--- config.mk ---
export PLATFORM = sky130hd
export DESIGN_NAME = dqpsk_symbol_slicer
export DESIGN_NICKNAME = d
export VERILOG_FILES = /design/src/rtl/dqpsk_symbol_slicer_pkg.sv /design/src/rtl/dqpsk_symbol_slicer_iq_abs_thresh.sv /design/src/rtl/dqpsk_symbol_slicer.sv
export SDC_FILE = /design/constraint.sdc
export NUM_CORES = 1
export LEC_CHECK = 0
export ABC_CLOCK_PERIOD_IN_PS = 4100
export BUFFER_PORTS_ARGS = -buffer_cell sky130_fd_sc_hd__clkbuf_2
export CORE_UTILIZATION = 56
export CTS_CLUSTER_DIAMETER = 200
export CTS_CLUSTER_SIZE = 25
export DETAILED_ROUTE_END_ITERATION = 6
export PLACE_DENSITY = 0.83
export SKIP_LAST_GASP = 1
export SYNTH_ARGS = -nofsm -noshare
export SYNTH_HDL_FRONTEND = slang
export SYNTH_HIERARCHICAL = 1
export SYNTH_SLANG_ARGS = --single-unit
--- constraint.sdc ---
create_clock -name clk -period 4.1 [get_ports clk]
set_input_delay 0.205 -clock clk [delete_from_list [all_inputs] [get_ports clk]]
set_output_delay 0.205 -clock clk [all_outputs]
set_load 0.01 [all_outputs]
--- src/rtl/dqpsk_symbol_slicer_pkg.sv ---
// Shared demodulator constants and elaboration helpers for the DQPSK symbol slicer.
package dqpsk_symbol_slicer_pkg;

  localparam logic [1:0] CODE_ZERO = 2'b00;
  localparam logic [1:0] CODE_ONE  = 2'b01;
  localparam logic [1:0] CODE_TWO  = 2'b10;

  function automatic int clog2(input int value);
    int r;
    r = 0;
    for (int v = value - 1; v > 0; v = v >> 1) r = r + 1;
    return r;
  endfunction

endpackage

--- src/rtl/dqpsk_symbol_slicer_iq_abs_thresh.sv ---
// One I/Q rail: registered saturating magnitude, then the threshold comparator and gated sign.
module iq_abs_thresh #(
  parameter int DW = 18
) (
  input  logic          clk,
  input  logic          en,
  input  logic [DW-1:0] x,
  input  logic [DW-2:0] thresh,
  output logic          act,
  output logic          sgn
);

  localparam logic [DW-2:0] ONE = 1;

  logic signed [DW-1:0] x_s;
  logic        [DW-2:0] abs_p0;
  logic                 neg_p0;

  // Most-negative input has no positive twin in DW bits; clamp it to full scale.
  function automatic logic [DW-2:0] sat_abs(input logic signed [DW-1:0] v);
    if (v[DW-1] && (v[DW-2:0] == '0)) return '1;
    if (v[DW-1]) return ~v[DW-2:0] + ONE;
    return v[DW-2:0];
  endfunction

  assign x_s = x;

  // stage p0: magnitude and sign capture
  always_ff @(posedge clk) begin
    if (en) begin
      abs_p0 <= sat_abs(x_s);
      neg_p0 <= x_s[DW-1];
    end
  end

  // Equality with the threshold is treated as noise.
  assign act = abs_p0 > thresh;
  assign sgn = act & neg_p0;

endmodule

--- src/rtl/dqpsk_symbol_slicer.sv ---
// I/Q symbol decision: threshold slicing, quadrant-transition timing recovery, DPSK/coherent decode and lock.
module dqpsk_symbol_slicer
  import dqpsk_symbol_slicer_pkg::*;
#(
  parameter int DW           = 18,
  parameter int SPS          = 128,
  parameter int SAMPLE_PHASE = SPS / 2,
  parameter int LOCK_SYMS    = 16
) (
  input  logic          clk,
  input  logic          rst,
  input  logic          s_valid,
  input  logic [DW-1:0] i_in,
  input  logic [DW-1:0] q_in,
  input  logic [DW-2:0] thresh,
  input  logic          diff_en,
  output logic [1:0]    code_out,
  output logic          code_valid,
  output logic          sym_zero,
  output logic          lock
);

  localparam int PW = clog2(SPS);
  localparam int LW = clog2(LOCK_SYMS + 1);

  logic          act_i, sgn_i, act_q, sgn_q;
  logic          v1_p0, v2_p1;
  logic [1:0]    flag_p1;
  logic          zero_p1;
  logic [PW-1:0] phase_p2;
  logic [1:0]    flag_prev_p2, last_flag_p2;
  logic          t_p2;
  logic [LW-1:0] lock_cnt_p2;
  logic [1:0]    code_p2;
  logic          vld_p2, zero_p2;
  logic          transition, strike, t_n;

  iq_abs_thresh #(.DW(DW)) u_abs_i (
    .clk(clk), .en(s_valid), .x(i_in), .thresh(thresh), .act(act_i), .sgn(sgn_i)
  );

  iq_abs_thresh #(.DW(DW)) u_abs_q (
    .clk(clk), .en(s_valid), .x(q_in), .thresh(thresh), .act(act_q), .sgn(sgn_q)
  );

  always_ff @(posedge clk or negedge rst) begin
    if (!rst) begin
      v1_p0 <= 1'b0;
      v2_p1 <= 1'b0;
    end else begin
      v1_p0 <= s_valid;
      v2_p1 <= v1_p0;
    end
  end

  // stage p1: quadrant flag and no-signal detect
  always_ff @(posedge clk) begin
    if (v1_p0) begin
      flag_p1 <= {sgn_i, sgn_q};
      zero_p1 <= !act_i && !act_q;
    end
  end

  assign transition = flag_p1 != flag_prev_p2;
  assign strike     = v2_p1 && !transition && (phase_p2 == PW'(SAMPLE_PHASE));
  assign t_n        = t_p2 ^ (flag_p1 != last_flag_p2);

  // stage p2: timing recovery and registered decision
  always_ff @(posedge clk or negedge rst) begin
    if (!rst) begin
      phase_p2     <= '0;
      flag_prev_p2 <= 2'b00;
      last_flag_p2 <= 2'b00;
      t_p2         <= 1'b0;
      lock_cnt_p2  <= '0;
      code_p2      <= CODE_ZERO;
      vld_p2       <= 1'b0;
      zero_p2      <= 1'b0;
    end else begin
      vld_p2 <= strike;
      if (v2_p1) begin
        flag_prev_p2 <= flag_p1;
        if (transition || (phase_p2 == PW'(SPS - 1))) phase_p2 <= '0;
        else                                           phase_p2 <= phase_p2 + PW'(1);
      end
      if (strike) begin
        if (zero_p1) begin
          code_p2     <= CODE_ZERO;
          zero_p2     <= 1'b1;
          lock_cnt_p2 <= '0;
        end else begin
          zero_p2      <= 1'b0;
          last_flag_p2 <= flag_p1;
          if (lock_cnt_p2 != LW'(LOCK_SYMS)) lock_cnt_p2 <= lock_cnt_p2 + LW'(1);
          if (diff_en) begin
            t_p2    <= t_n;
            code_p2 <= t_n ? CODE_ONE : CODE_TWO;
          end else begin
            code_p2 <= flag_p1;
          end
        end
      end
    end
  end

  assign code_out   = code_p2;
  assign code_valid = vld_p2;
  assign sym_zero   = zero_p2;
  assign lock       = lock_cnt_p2 == LW'(LOCK_SYMS);

endmodule

==> summary.md <==
| Metric | Value |
|---|---|
| Clock sinks | `62` |
| CTS tree | `done` |
| Final net count | `620` |
| Area Overhead vs Synth | `13.1%` |
| Syn Nets | `approximately 560` |
| FFs w/ async S/R, synth | `37.1%` |
| Final setup violating endpoints | `0` |
| Die ar. | `slightly above 0.008 mm²` |
| 1st-iter DRT viols | `131` |
| Number of buffers created by CTS | `9` |
| Routability cong. | `between 0.8 and 0.9` |
| Final antenna-violating net count | `0` |
| Mapped Area | `between 0.004 and 0.005 mm²` |
| Status | `complete, no violations` |
| Pre-CTS WS | `1070 ps` |
| All-Layer GR Usage | `23.4%` |
| CP endpoint kind | `register` |
| Slew Limit Headroom | `a little under two fifths` |
| Core footprint | `roughly 0.0077 mm²` |
| Yosys top cell area share | `roughly a quarter` |
| Fmax | `approximately 370 MHz` |
| Initial antenna violation count | `0` |
| RSZ-0062 raised after global routing | `no` |
| Layout cells sized above 1 | `around a fifth` |
| Clock skew | `5.77 ps` |
| Seq/Total Area, Yosys | `between 30% and 40%` |
| Clk slew on worst S/H paths | `~70 ps` |
| DRT Pass-1 Iters | `5` |
| Setup crit start kind | `primary input` |
| # diodes | `0` |
| Setup TNS Final | `0 ps` |
| # IOs | `62` |
| Pwr Density | `~320 mW/mm²` |
| Fraction of the cycle the final worst path needs | `around 66%` |
| Placed wire-length estimate | `~6.7 mm` |
| Via count | `about 3600` |
| H-Tree Depth | `3` |
| Clock Latency Late Sink | `350 ps` |
| Setup ws final | `~1400 ps` |
| Synth cell types | `54` |
| Wire per inst | `around 14 µm` |
| Largest net degree at the start of global routing | `38` |
| Ys flop type | `edfxtp_1` |
| Maxcap violations | `0` |
| Synth top area cells | `edfxtp_1 26%, dfrtp_1 13%, ha_1 12%` |
| Grt total ovfl | `0` |
| Clk buf depth | `2` |
| IO Port Bufs | `61` |
| Die W | `~91 µm` |
| Hold Path Class | `primary input to register` |
| Synthesized area per cell | `between 9 and 10 µm²` |
| Setup Crit Path Kind | `primary input to register` |
| Synthesized flop and latch total | `between 60 and 70` |
| Worst Tran Pin Value | `about 920 ps` |
| Total Wirelength | `approximately 9.0 mm` |
| Die H | `between 90 and 100 µm` |
| Synth warn | `6` |
| First-pass GRT wire length | `15.4 mm` |
| Area leader, netlist | `edfxtp_1` |
| Worst-path fanout max | `15` |
| Minimum clock period | `approximately 2700 ps` |
| Data required time of the worst path | `4290 ps` |
| Vias in the first global route | `~3400` |
| Initial core utilization | `a little under three fifths` |
| Number of setup buffers added after CTS | `0` |
| Remaining routing DRC violations | `0` |
| Vias per cell | `approximately 5.8` |
| Max-slew violations | `0` |
| Post-Synthesis Cells | `464` |
| Number of enable flip-flop cells after synthesis | `39` |
| Worst VDD drop | `between 0.2 and 0.25 mV` |
| Site row count | `32` |
| Cts repair resizes | `0` |
| Most frequent cells after synthesis | `55 x o21ai_0, 54 x inv_1, 42 x ha_1, 39 x edfxtp_1, 39 x nand2_1` |
| Final Hold Viols | `0` |
| P_leak | `0.00227 µW` |
| Count leader, synth | `o21ai_0` |
| CP arrival | `just under 3000 ps` |
| CTS Root Cell | `clkbuf_8` |
per-layer routing:
layer  vias to the layer above  part of all wire, %  global-route usage, %
li1                       1828                    -                      -
met1                      1693                   44                   28.5
met2                       100                   50                   40.9
met3                        12                  4.9                   5.64
met4                         0                  1.4                   6.88
met5                         -                    0                      0
sequential cells by signal, summed over array words and instances, names as in the netlist:
register	count
sym_zero	1
v2_p1	1
lock_cnt_p2	5
phase_p2	7
v1_p0	1
flag_p1	2
last_flag_p2	2
u_abs_i/abs_p0	17
code_valid	1
u_abs_q/neg_p0	1
u_abs_i/neg_p0	1
flag_prev_p2	2
t_p2	1
u_abs_q/abs_p0	17
code_out	2
zero_p1	1
path summary, 6_finish.rpt:
path	cells after the start	start	slack, ps	endpoint
setup reg to reg	7	u_abs_i/abs_p0[8]$_SDFFCE_PP1P_	2050	zero_p1$_DFFE_PP_
hold / removal	2	q_in[4]	190	u_abs_q/abs_p0[4]$_SDFFCE_PP1P_
max in group asynchronous	2	rst	3340	v1_p0$_DFF_PN0_
hold reg to reg	0	v1_p0$_DFF_PN0_	450	v2_p1$_DFF_PN0_
setup / recovery	9	q_in[7]	1390	u_abs_q/abs_p0[13]$_SDFFCE_PP1P_
min in group asynchronous	2	rst	380	phase_p2[5]$_DFFE_PN0P_
cell usage in the layout (no fill, tap or decap), types with 3 or more instances in the layout:
| master | count |
|---|---|
| o211ai_1 | 3 |
| nand3b_1 | 3 |
| o21ai_0 | 55 |
| nor2_1 | 19 |
| clkbuf_2 | 61 |
| nor4b_2 | 3 |
| and4_1 | 5 |
| nor4bb_1 | 3 |
| o41ai_1 | 8 |
| clkbuf_8 | 9 |
| mux2_2 | 9 |
| ha_1 | 42 |
| dfrtp_1 | 23 |
| nor4_1 | 5 |
| or4_1 | 3 |
| mux2i_1 | 7 |
| xor2_1 | 5 |
| nand4_1 | 5 |
| nand3_1 | 17 |
| a21oi_1 | 22 |
| o22a_1 | 8 |
| a21o_1 | 6 |
| nor3_1 | 20 |
| inv_1 | 54 |
| edfxtp_1 | 39 |
| nand2b_1 | 3 |
| nand2_1 | 39 |
worst max-delay path, stage by stage:
cell      delay (ps)
clkbuf_2         120
or3_4            400
or4b_4           520
or3_1            340
nor3_1           160
ha_1             500
nand2b_1         420
o21ai_0          140
o21ai_0           90
metrics by stage:
step / utilization (%) / area (µm²) / power (µW) / cells / hold slack [ps]
global route: 65.1 / 5000 / 1680 / 628 / 177
floorplan: - / 4420 / 945 / 464 / -90.6
global placement: 62.2 / 4780 / 1030 / 611 / 223
CTS: 65.1 / 5000 / 1600 / 628 / 179
finish: 65.1 / 5000 / 1590 / 628 / 189
detailed placement: 62.2 / 4780 / 1050 / 611 / 225
area by class of cell:
class,instances,area (µm²)
Clock buffer,11,174
Tap cell,102,128
Clock inverter,5,36.3
Fill cell,617,2690
Timing Repair Buffer,63,323
Inverter,54,203
Sequential cell,62,1750
Multi-Input combinational cell,331,2390
repair_timing:
action,in CTS,in global routing
hold buffers,1,0
endpoints found under the setup margin,0,0
endpoints found under the hold margin,23,0
power breakdown:
part | switching (µW) | internal (µW) | total, µW
combinational | 161 | 127 | 288
clock | 254 | 295 | 549
sequential | 34.4 | 722 | 756
cells by family after synthesis:
group                      count (synthesis)  share of synthesized area [%]
AOI/OAI and AO/OA                        120                           16.6
xor gates and xnor gates                   8                           2.43
muxes                                     18                           4.38
and+or+nand+nor                          143                           18.7
DFF                                       62                           39.5
adders and majority gates                 42                           11.9
buffers and inverters                     71                           6.45
No activity file was read; power rests on OpenSTA's default activity.
